===== src/rtl/alu_pkg.sv =====
// Shared types and constants for the two-requester ALU arbiter.
package alu_pkg;

  localparam int ALU_W  = 8;
  localparam int FLAG_N = 3;
  localparam int FLAG_Z = 2;
  localparam int FLAG_C = 1;
  localparam int FLAG_V = 0;

  typedef enum logic [2:0] {
    OP_ADD   = 3'b000,
    OP_SUB   = 3'b001,
    OP_AND   = 3'b010,
    OP_OR    = 3'b011,
    OP_NOTB  = 3'b100,
    OP_PASSB = 3'b101,
    OP_RSV6  = 3'b110,
    OP_RSV7  = 3'b111
  } alu_op_e;

  typedef enum logic [1:0] {
    ST_IDLE  = 2'd0,
    ST_ISSUE = 2'd1,
    ST_WAIT  = 2'd2,
    ST_DONE  = 2'd3
  } arb_state_e;

  function automatic logic op_implemented(input logic [2:0] op);
    return op <= OP_PASSB;
  endfunction

endpackage


===== src/rtl/alu_rr_arb.sv =====
// Two-way winner select. Round-robin by default; define ALU_ARB_FIXED_PRIO_EN
// to make requester 0 always win.
module alu_rr_arb (
  input  logic clk,
  input  logic rst,
  input  logic req0,
  input  logic req1,
  input  logic take,
  output logic any_o,
  output logic win1_o
);

  assign any_o = req0 | req1;

`ifdef ALU_ARB_FIXED_PRIO_EN
  assign win1_o = req1 & ~req0;
`else
  // ptr_q set means requester 1 is favoured on a tie.
  logic ptr_q;
  logic ptr_d;

  assign win1_o = req1 & (~req0 | ptr_q);

  always_comb begin
    ptr_d = ptr_q;
    if (take) ptr_d = ~win1_o;
  end

  always_ff @(posedge clk) begin
    if (rst) ptr_q <= 1'b0;
    else     ptr_q <= ptr_d;
  end
`endif

endmodule


===== src/rtl/alu_arbiter.sv =====
// Shares one external ALU between two requesters: IDLE -> ISSUE -> WAIT -> DONE,
// with unimplemented opcodes short-circuiting IDLE -> DONE and flagging err_o.
module alu_arbiter
  import alu_pkg::*;
(
  input  logic             clk,
  input  logic             rst,
  input  logic             req0,
  input  logic             req1,
  input  logic [2:0]       op0,
  input  logic [2:0]       op1,
  input  logic [ALU_W-1:0] a0,
  input  logic [ALU_W-1:0] b0,
  input  logic [ALU_W-1:0] a1,
  input  logic [ALU_W-1:0] b1,
  output logic             gnt0,
  output logic             gnt1,
  output logic             done0,
  output logic             done1,
  output logic [ALU_W-1:0] res_o,
  output logic [3:0]       flags_o,
  output logic             err_o,
  output logic [ALU_W-1:0] alu_a,
  output logic [ALU_W-1:0] alu_b,
  output logic [2:0]       alu_cntr,
  input  logic [ALU_W-1:0] alu_r,
  input  logic [3:0]       alu_flags,
  output logic [1:0]       dbg_state_o
);

  // Handshake: a requester raises req with op/a/b stable and holds them until
  // it sees its gnt pulse; operands are latched in IDLE, so later changes are
  // ignored. done marks res_o/flags_o/err_o valid; they hold until next capture.

  arb_state_e       state_q, state_d;
  logic             sel_q, sel_d;
  logic             gnt0_q, gnt0_d, gnt1_q, gnt1_d;
  logic             done0_q, done0_d, done1_q, done1_d;
  logic [ALU_W-1:0] res_q, res_d;
  logic [3:0]       flags_q, flags_d;
  logic             err_q, err_d;
  logic [ALU_W-1:0] alu_a_q, alu_a_d, alu_b_q, alu_b_d;
  logic [2:0]       alu_cntr_q, alu_cntr_d;

  logic             any_req;
  logic             win1;
  logic             take;
  logic [2:0]       op_sel;
  logic [ALU_W-1:0] a_sel, b_sel;

  assign take   = (state_q == ST_IDLE) && any_req;
  assign op_sel = win1 ? op1 : op0;
  assign a_sel  = win1 ? a1  : a0;
  assign b_sel  = win1 ? b1  : b0;

  alu_rr_arb u_arb (
    .clk    (clk),
    .rst    (rst),
    .req0   (req0),
    .req1   (req1),
    .take   (take),
    .any_o  (any_req),
    .win1_o (win1)
  );

  always_comb begin
    state_d    = state_q;
    sel_d      = sel_q;
    gnt0_d     = 1'b0;
    gnt1_d     = 1'b0;
    done0_d    = 1'b0;
    done1_d    = 1'b0;
    res_d      = res_q;
    flags_d    = flags_q;
    err_d      = err_q;
    alu_a_d    = alu_a_q;
    alu_b_d    = alu_b_q;
    alu_cntr_d = alu_cntr_q;
    unique case (state_q)
      ST_IDLE: begin
        if (any_req) begin
          sel_d  = win1;
          gnt0_d = ~win1;
          gnt1_d = win1;
          if (op_implemented(op_sel)) begin
            alu_a_d    = a_sel;
            alu_b_d    = b_sel;
            alu_cntr_d = op_sel;
            state_d    = ST_ISSUE;
          end else begin
            // The ALU is never touched; grant and completion coincide.
            done0_d = ~win1;
            done1_d = win1;
            res_d   = '0;
            flags_d = '0;
            err_d   = 1'b1;
            state_d = ST_DONE;
          end
        end
      end
      ST_ISSUE: state_d = ST_WAIT;
      ST_WAIT: begin
        res_d   = alu_r;
        flags_d = alu_flags;
        err_d   = 1'b0;
        done0_d = ~sel_q;
        done1_d = sel_q;
        state_d = ST_DONE;
      end
      ST_DONE: state_d = ST_IDLE;
      default: state_d = ST_IDLE;
    endcase
  end

  always_ff @(posedge clk) begin
    if (rst) begin
      state_q    <= ST_IDLE;
      sel_q      <= 1'b0;
      gnt0_q     <= 1'b0;
      gnt1_q     <= 1'b0;
      done0_q    <= 1'b0;
      done1_q    <= 1'b0;
      res_q      <= '0;
      flags_q    <= '0;
      err_q      <= 1'b0;
      alu_a_q    <= '0;
      alu_b_q    <= '0;
      alu_cntr_q <= '0;
    end else begin
      state_q    <= state_d;
      sel_q      <= sel_d;
      gnt0_q     <= gnt0_d;
      gnt1_q     <= gnt1_d;
      done0_q    <= done0_d;
      done1_q    <= done1_d;
      res_q      <= res_d;
      flags_q    <= flags_d;
      err_q      <= err_d;
      alu_a_q    <= alu_a_d;
      alu_b_q    <= alu_b_d;
      alu_cntr_q <= alu_cntr_d;
    end
  end

  assign gnt0        = gnt0_q;
  assign gnt1        = gnt1_q;
  assign done0       = done0_q;
  assign done1       = done1_q;
  assign res_o       = res_q;
  assign flags_o     = flags_q;
  assign err_o       = err_q;
  assign alu_a       = alu_a_q;
  assign alu_b       = alu_b_q;
  assign alu_cntr    = alu_cntr_q;
  assign dbg_state_o = state_q;

endmodule


===== config.mk =====
export PLATFORM = sky130hd
export DESIGN_NAME = alu_arbiter
export DESIGN_NICKNAME = d
export VERILOG_FILES = /design/src/rtl/alu_pkg.sv /design/src/rtl/alu_rr_arb.sv /design/src/rtl/alu_arbiter.sv
export SDC_FILE = /design/constraint.sdc
export NUM_CORES = 1
export LEC_CHECK = 0
export CAP_MARGIN = 20
export CORE_MARGIN = 2
export CORE_UTILIZATION = 40
export CTS_CLUSTER_SIZE = 20
export DETAILED_ROUTE_END_ITERATION = 16
export GPL_TIMING_DRIVEN = 0
export HOLD_SLACK_MARGIN = 0.03
export PLACE_DENSITY_LB_ADDON = 0.1
export SETUP_SLACK_MARGIN = 0.3
export SLEW_MARGIN = 20
export SYNTH_ARGS = -nofsm -noshare
export SYNTH_HDL_FRONTEND = slang
export SYNTH_SLANG_ARGS = --single-unit

===== constraint.sdc =====
create_clock -name clk -period 1.8 [get_ports clk]
set_input_delay 0.18 -clock clk [delete_from_list [all_inputs] [get_ports clk]]
set_output_delay 0.18 -clock clk [all_outputs]
set_load 0.05 [all_outputs]

Word level (Yosys, flattened, before mapping)
Index checks and enable logic that the tools add are counted.
{"block": "classes", "addsub": 0, "mul": 0, "div": 0, "order_cmp": 1, "n_eq_ne": 5, "n_shift": 0, "muxes": 21, "n_bitwise": 8, "reduce_logical": 7}
{"operator": "$mux 8", "n": 4}
{"operator": "$pmux 8 s2", "n": 1}
{"operator": "$mux 4", "n": 2}
{"operator": "$pmux 2 s4", "n": 1}
{"operator": "$pmux 4 s2", "n": 1}
{"operator": "$mux 1", "n": 6}
{"operator": "$pmux 1 s2", "n": 3}
{"operator": "$reduce_and 3->1", "n": 2}
{"operator": "$not 1->1", "n": 5}
{"operator": "$eq 2x2->1 const B", "n": 2}
{"operator": "$mux 2", "n": 2}
{"operator": "$ne 2x2->1 const B", "n": 2}
{"operator": "$le 3x3->1 const B", "n": 1}
{"operator": "$mux 3", "n": 1}
{"operator": "$reduce_or 3->1", "n": 1}
{"operator": "$eq 2x1->1 const B", "n": 1}
{"operator": "$logic_not 2->1", "n": 1}
{"operator": "$or 1x1->1", "n": 2}
{"operator": "$reduce_and 2->1", "n": 1}
{"operator": "$reduce_bool 2->1", "n": 1}
{"operator": "$and 1x1->1", "n": 1}
{"operator": "$logic_and 1x1->1", "n": 1}
{"block": "totals", "register_bits": 40, "latchBits": 0, "ram_bits": 0, "mem_bits_ro": 0, "input_bits": 54, "output_inout_bits": 38, "elab_cells": 55, "mem_count": 0}

Logic depth before layout (Yosys ltp)
Gate-level depths: netlist of run 1.
{"block": "logic_depth", "depth_word": 8, "depth_mapped": 7, "mapped_depth_nobuf": 6}

Cells and area by module
A second synthesis of run 1 with hierarchy kept.
{"block": "hier_totals", "cells_unflattened": 254, "hier_area_um2": 2356.0}
{"mod": "alu_arbiter", "n_inst": 1, "cells_each": 248, "area_each_um2": 2289.7, "seq_area_each_um2": 780.7}
{"mod": "alu_rr_arb", "n_inst": 1, "cells_each": 6, "area_each_um2": 66.3, "seq_area_each_um2": 20.0}

Worst setup path before layout of run 1
Ideal clock, no wire load.
{"block": "synth_timing", "kind": "register to register", "from": "register state_q[0] (netlist: dbg_state_o[0])", "to": "register flags_q[2] (netlist: flags_o[2])", "setup_time_ns": 0.074, "t_arrival_ns": 1.883, "required_time_ns": 1.726, "path_slack_ns": -0.157, "stages_incl_launch_ff": 8, "path_buffers": 2, "period_less_slack_ns": 1.957, "path_cell_list": "dfxtp_1 inv_1 ha_1 clkbuf_1 nor2_1 clkbuf_1 a22oi_1 a31oi_1"}
{"block": "synth_via", "elab_chain_cells": 3, "word_cells_on_any_way": 7, "cone_classes": "eq/ne: 3; mux: 1; reduce/logical: 3"}
{"element": "from (decl)", "line_no": "alu_arbiter.sv:35", "source": "arb_state_e state_q, state_d;"}
{"element": "from (signal assigned)", "line_no": "alu_arbiter.sv:130", "source": "state_q <= state_d;"}
{"element": "$logic_not 2->1 or $eq 2x2->1 (tied branches)", "line_no": "alu_arbiter.sv:79", "source": "unique case (state_q)"}
{"element": "$ne 2x2->1 (no source line) or $reduce_bool 2->1 (tied branches)"}
{"element": "$reduce_and 3->1 (no source line)"}
{"element": "to (signal assigned)", "line_no": "alu_arbiter.sv:137", "source": "flags_q <= flags_d;"}
{"element": "to (decl)", "line_no": "alu_arbiter.sv:40", "source": "logic [3:0] flags_q, flags_d;"}
Several ways; a longest one is shown, not always the timed one.
A chain may end at the register's enable or synchronous reset.

Worst setup path after layout of run 1
{"block": "layout_timing", "from": "input op1[1]", "to": "register flags_q[1] (netlist: flags_o[1])"}
{"block": "layout_via", "elab_chain_cells": 4}
{"element": "from (decl)", "line_no": "alu_arbiter.sv:11", "source": "input logic [2:0] op1,"}
{"element": "$mux 3", "line_no": "alu_arbiter.sv:52", "source": "assign op_sel = win1 ? op1 : op0;"}
{"element": "$le 3x3->1", "line_no": "alu_pkg.sv:29", "source": "return op <= OP_PASSB;"}
{"element": "$ne 2x2->1 (no source line)"}
{"element": "$reduce_and 3->1 (no source line)"}
Every way passes these cells.

==> results of run 1 <==
-- registers in the layout, indices dropped and copies added (netlist names), 2 cells and up --
name and count:
alu_a 8, alu_b 8, alu_cntr 3, dbg_state_o 2, flags_o 4, res_o 8
-- stage by stage --
stage | TNS (ns) | power (mW) | hold WS [ns] | cells
final | 0 | 4.561 | 0.3474 | 429
after global routing | 0 | 4.777 | 0.4161 | 429
after CTS | 0 | 4.378 | 0.3595 | 423
after detailed placement | -4.709 | 3.670 | 0.4656 | 411
after global placement | -4.990 | 3.644 | 0.4595 | 411
after floorplan | 0 | 2.905 | 0.3299 | 249
-- per-layer routing --
| layer | GRT usage | vias to the layer above |
|---|---|---|
| met5 | 0 | - |
| met4 | 0.05517 | 0 |
| met3 | 0.04432 | 9 |
| met2 | 0.3462 | 83 |
| met1 | 0.2786 | 1079 |
| li1 | - | 1157 |
-- path summary, 6_finish.rpt --
path / to / start / cells after the start / slack (ns)
min reg2reg: u_arb.ptr_q / u_arb.ptr_q / 1 / 0.47
max: flags_o[1] / op1[1] / 6 / 0.32
min: dbg_state_o[0] / rst / 2 / 0.35
max reg2reg: alu_b[5] / u_arb.ptr_q / 6 / 0.33
-- worst register-to-register path: stages (launching register included) --
cell	delay, ns
dfxtp_2	0.34
and2b_4	0.32
o32ai_4	0.10
o21ai_2	0.15
buf_6	0.15
buf_4	0.14
mux2i_1	0.19
-- area by class of cell --
type	count	area (µm²)	area share
multi-input combinational	178	1369	0.3856
inverter	4	15.01	0.004230
tap	72	90.09	0.02538
clock inverter	2	17.52	0.004935
clock buffer	6	93.84	0.02644
buffer	27	210.2	0.05922
sequential	40	809.5	0.2281
timing repair buffer	100	944.7	0.2661
-- where the power goes --
part | internal [mW] | leakage (nW) | total (mW) | switching [mW]
Clock | 0.362 | 0.0565 | 0.710 | 0.348
Combinational | 0.985 | 1.17 | 2.61 | 1.62
Sequential | 1.12 | 0.328 | 1.24 | 0.128
-- cells by family after synthesis --
family                   after synthesis
AND/OR/NAND/NOR                       67
multiplexers                          17
AO/OA/AOI/OAI                         92
flip-flops                            40
adder cells (fa/ha/maj)                2
buffers and inverters                 31
-- cells in the final DEF (no fill, tap or decap), types with 2 or more instances in the layout --
master	n
nand2b_1	19
ha_1	2
and3_1	17
clkbuf_2	8
nand2_1	5
dfxtp_4	2
a21oi_1	7
dlygate4sd2_1	40
clkbuf_8	6
a22oi_1	8
o211ai_1	12
o32ai_4	2
buf_4	8
clkdlybuf4s50_1	50
buf_6	7
a211oi_1	4
dfxtp_1	37
o21bai_1	17
nand4_1	13
a311oi_1	2
o21ai_2	2
clkbuf_1	7
clkbuf_16	2
buf_8	2
nor2_1	3
inv_1	2
a22oi_2	4
a21boi_0	17
inv_2	2
clkinv_4	2
mux2i_1	17
a31oi_1	12
buf_2	2
-- timing repair --
action                                  in CTS  in global routing
pin swaps                                    3                  7
cloned                                       0                  2
gates resized for setup                     64                 18
buffers inserted                             4                  4
endpoints found under the setup margin      72                 30
==> flow_metrics.py, run 1 <==
metrics = {
    "status": {
        "run_status": "finished clean",
    },
    "sta": {
        "setup_viol": 0,
        "report.final.slew_viol_count": 0,
        "final-hold-violation-count": 0,
        "worst_slew_pin_slew_ns": 0.5194,
        "max_slew_margin": 0.6537,
        "finClkSkew_ns": 0.004135,
        "fmax_mhz": 675.2,
        "fin_crit_ns": 1.481,
        "fin_crit_sh": 0.8228,
        "rsz0062_at_grt": "yes",
        "finalWorstSetupSlack_ns": 0.3190,
    },
    "logic_synthesis": {
        "netlist.top_cell.by_area": "dfxtp_1",
        "ys.flop_type": "dfxtp_1",
        "syn_inst": 249,
        "synth.area.top_cells": "dfxtp_1, mux2i_1, a21boi_0",
        "synth.most_common_cell": "dfxtp_1",
        "synth_top_family_by_area": "compound AO/OA/AOI/OAI gates",
        "ys_seq_elements": 40,
        "synth-edff-count": 0,
        "synthTopCellsByCount": "dfxtp_1, nand2b_1, clkbuf_1",
        "ys_types": 37,
        "yosysSeqAreaShare": 0.3565,
        "synth_mux_area_frac": 0.07577,
        "async_flop_share": 0,
        "syn_nets": 305,
        "avgSynthCellArea_um2": 9.020,
        "synth-xor-area-share": 0,
        "syn-cell-area_um2": 2246,
        "yosysTopAreaCellShare": 0.3565,
        "synthSimpleGateAreaFrac": 0.1772,
        "synth-compound-area-share": 0.3148,
        "yosysWarnings": 0,
        "synth_adder_area_share": 0.01114,
    },
    "power": {
        "peakVddDrop_mv": 0.8623,
        "p_per_area_nw_per_um2": 1285,
        "p_leak_nw": 1.558,
    },
    "routing": {
        "topRoutingLayerUsed": "met4",
        "wire_per_inst_um": 15.80,
        "ant_nets": 0,
        "drtIter0Drc": 87,
        "drt-total-wl_mm": 6.779,
        "wl_met1_mm": 3.048,
        "wl_met3_um": 414,
        "vias_per_cell": 5.427,
        "vias": 2328,
        "met2_wirelength_mm": 3.251,
        "drc": 0,
        "dr.pass1.iters": 4,
    },
    "setup_path": {
        "crit_slowest_cell": "clkdlybuf4s50_1",
        "worstPathCellList": "clkdlybuf4s50_1 > nand2_1 > nor3_4 > buf_4 > o211ai_1 > a31oi_1",
        "arrival_ns": 1.70,
        "path_max_fanout": 10,
        "critical_path_buf_inv_count": 2,
        "cp-end-kind": "register",
        "max_stage_delay_ns": 0.56,
        "path_delay_family": "buffers and inverters",
        "worstPathRequired_ns": 2.02,
        "cp-start-kind": "input port",
        "worstSetupPathType": "input port to register",
    },
    "clocking": {
        "cts_buffers": 5,
        "clockBufferDepth": 2,
        "insertion_delay_ns": 0.29,
        "ctsHtreeMaxLevel": 2,
        "root_buffer": "clkbuf_8",
        "cts_tree": "yes",
        "clock-sinks": 40,
        "hold_buffers": 0,
        "clk_pin_slew_ns": 0.09,
    },
    "global_routing": {
        "gr-total-overflow": 0,
        "antenna_found_initial": 0,
        "grt_start_max_net_pins": 15,
        "grt_pass1_vias": 2145,
        "grt_pass1_wl_mm": 10.36,
        "grt_use_total": 0.2095,
    },
    "final_layout": {
        "drive_above_1_share": 0.1709,
        "fillers": 484,
        "diodes": 0,
        "fin_area_um2": 3550,
        "nets": 412,
        "area_growth_syn_to_layout_pct": 58.05,
        "fin_util": 0.6486,
    },
    "min_path": {
        "hp-class": "input port to register",
    },
    "floorplan": {
        "die_x_um": 78.93,
        "initial_utilization": 0.4104,
        "io_pins": 92,
        "die_y_um": 78.93,
        "core_um2": 5473,
        "rows": 27,
        "dieArea_um2": 6230,
    },
    "placed_design": {
        "dp_worst_setup_slack_ns": -0.2392,
        "port-buffer-count": 90,
        "place.gp.congestion": 0.7742,
        "placed_area_um2": 3258,
        "dp_hpwl_mm": 4.740,
    },
    "flow_run": {
        "drv_cap": 0,
    },
}
Note: power is estimated with default switching activity, not from simulation.
==> inputs of run 2 (changes only) <==
--- a/config.mk
+++ b/config.mk
@@ -7,7 +7,7 @@
 export LEC_CHECK = 0
 export CAP_MARGIN = 20
 export CORE_MARGIN = 2
-export CORE_UTILIZATION = 40
+export CORE_UTILIZATION = 39
 export CTS_CLUSTER_SIZE = 20
 export DETAILED_ROUTE_END_ITERATION = 16
 export GPL_TIMING_DRIVEN = 0
==> constraint.sdc (replaced) <==
create_clock -name clk -period 1.2 [get_ports clk]
set_input_delay 0.12 -clock clk [delete_from_list [all_inputs] [get_ports clk]]
set_output_delay 0.12 -clock clk [all_outputs]
set_load 0.05 [all_outputs]
==> run 2 against run 1 <==
Net effect: the flow now finishes with violations (setup timing); clock power grew 63%; sequential cell count is the same; first-iteration DRC count is 70% higher; setup slack worse by 0.66 ns; via count grew 5.7%; final cell count increased by 4.9%; sequential power rose by 65%; critical path depth stayed put; die area rose by 2.4%; final area is 17% higher; register-to-register slack got worse by 0.67 ns; power increased by 87%; critical path type is now register to register.
==> flow_metrics.py, run 2 (synthesized netlist as in run 1, its figures left out) <==
metrics = {
    "global_routing": {
        "grt_start_max_net_pins": 15,
        "antenna_found_initial": 0,
        "grt_use_total": 0.2312,
        "grt_pass1_wl_mm": 11.64,
        "grt_pass1_vias": 2385,
        "gr-total-overflow": 0,
    },
    "floorplan": {
        "die_y_um": 79.89,
        "dieArea_um2": 6382,
        "initial_utilization": 0.4054,
        "core_um2": 5540,
        "rows": 27,
        "io_pins": 92,
        "die_x_um": 79.89,
    },
    "placed_design": {
        "dp_worst_setup_slack_ns": -0.7999,
        "port-buffer-count": 90,
        "place.gp.congestion": 0.8175,
        "dp_hpwl_mm": 4.764,
        "place_inst": 411,
    },
    "flow_run": {
        "drv_cap": 0,
    },
    "status": {
        "run_status": "complete, but fails checks",
        "violations": "setup timing",
    },
    "routing": {
        "wire_per_inst_um": 16.49,
        "vias_per_cell": 5.467,
        "ant_nets": 0,
        "drt-total-wl_mm": 7.419,
        "drtIter0Drc": 148,
        "dr.pass1.iters": 4,
        "vias": 2460,
        "drc": 0,
    },
    "final_layout": {
        "nets": 433,
        "area_growth_syn_to_layout_pct": 85.57,
        "diodes": 0,
        "layout_common_cells": "clkdlybuf4s50_1, buf_8, dfxtp_2",
        "fillers": 389,
        "final_common_cell": "clkdlybuf4s50_1",
        "fin_cells": 450,
        "multi_input_area_um2": 1456,
        "drive_above_1_share": 0.4471,
        "seqCellArea_um2": 859.6,
    },
    "sta": {
        "fmax_mhz": 650.8,
        "finClkSkew_ns": 0.006606,
        "fin_crit_ns": 1.537,
        "rsz0062_at_grt": "yes",
        "finalWorstSetupSlack_ns": -0.3367,
        "fin_crit_sh": 1.281,
        "max_slew_margin": 0.5880,
        "report.final.slew_viol_count": 0,
        "final-hold-violation-count": 0,
        "setup_viol": 38,
        "worst_slew_pin_slew_ns": 0.6181,
    },
    "power": {
        "p_per_area_nw_per_um2": 2050,
        "peakVddDrop_mv": 1.359,
        "p_leak_nw": 1.705,
    },
    "setup_path": {
        "cp-start-kind": "register",
        "arrival_ns": 1.75,
        "worstPathRequired_ns": 1.41,
        "cp-end-kind": "register",
        "worstSetupPathType": "register to register",
        "path_max_fanout": 7,
    },
    "clocking": {
        "clock-sinks": 40,
        "root_buffer": "clkbuf_8",
        "cts_tree": "yes",
        "ctsHtreeMaxLevel": 2,
        "insertion_delay_ns": 0.30,
        "hold_buffers": 0,
        "clk_pin_slew_ns": 0.08,
        "clockBufferDepth": 2,
        "cts_buffers": 5,
    },
    "min_path": {
        "hp-class": "input port to register",
    },
}
-- run 2: where the power goes --
part	leakage, nW	internal (mW)	switching, mW
Clock	0.0548	0.627	0.529
Combinational	1.31	2.61	2.73
Sequential	0.345	1.74	0.306
-- run 2: worst max-delay path: stages (launching register included) --
cell and delay (ns):
dfxtp_4 0.36, nand2b_4 0.14, buf_6 0.14, a211oi_4 0.31, buf_4 0.19, o211ai_1 0.09
a31oi_1 0.22
-- run 2: layer usage --
layer  GRT usage  vias up  part of all wire
li1            -     1191                 -
met1      0.3123     1171              0.43
met2      0.3625       88              0.49
met3     0.04864       10             0.059
met4     0.08305        0             0.015
met5           0        -                 0
-- run 2: area by class of cell --
class	instances	area share
timing repair buffer	121	0.3293
buffer	27	0.06154
multi-input combinational	178	0.3494
clock buffer	5	0.01651
sequential	40	0.2062
clock inverter	3	0.01111
tap	72	0.02162
inverter	4	0.004203
-- run 2: through the flow --
| stage | util | TNS [ns] | area (µm²) | hold WS [ns] | total power [mW] |
|---|---|---|---|---|---|
| finish | 0.7523 | -8.288 | 4168 | 0.3300 | 8.544 |
| global route | 0.7523 | -10.46 | 4168 | 0.3516 | 8.921 |
| CTS | 0.7394 | -7.601 | 4096 | 0.3228 | 8.425 |
| detailed placement | 0.6116 | -26.51 | 3388 | 0.4602 | 5.905 |
| global placement | 0.6116 | -25.98 | 3388 | 0.4567 | 5.858 |
| floorplan | - | -5.111 | 2397 | 0.2699 | 4.728 |
-- run 2: final timing paths --
kind / start / to / slack (ns) / cells past startpoint
min reg2reg: sel_q / done1 / 0.48 / 2
max: u_arb.ptr_q / flags_o[3] / -0.34 / 6
min: rst / alu_a[7] / 0.33 / 3
max reg2reg: u_arb.ptr_q / flags_o[3] / -0.34 / 6
-- run 2: repair_timing --
item | CTS | global route
pin swaps | 14 | 6
cloned | 4 | 0
buffers inserted | 22 | 5
endpoints found under the setup margin | 78 | 78
gates resized for setup | 372 | 10
==> inputs of run 3 (changes only) <==
--- a/config.mk
+++ b/config.mk
@@ -11,7 +11,6 @@
 export CTS_CLUSTER_SIZE = 20
 export DETAILED_ROUTE_END_ITERATION = 16
 export GPL_TIMING_DRIVEN = 0
-export HOLD_SLACK_MARGIN = 0.03
 export PLACE_DENSITY_LB_ADDON = 0.1
 export SETUP_SLACK_MARGIN = 0.3
 export SLEW_MARGIN = 20
==> results of run 3 <==
Same layout as run 2: the final DEF is identical, and so are final timing and power.
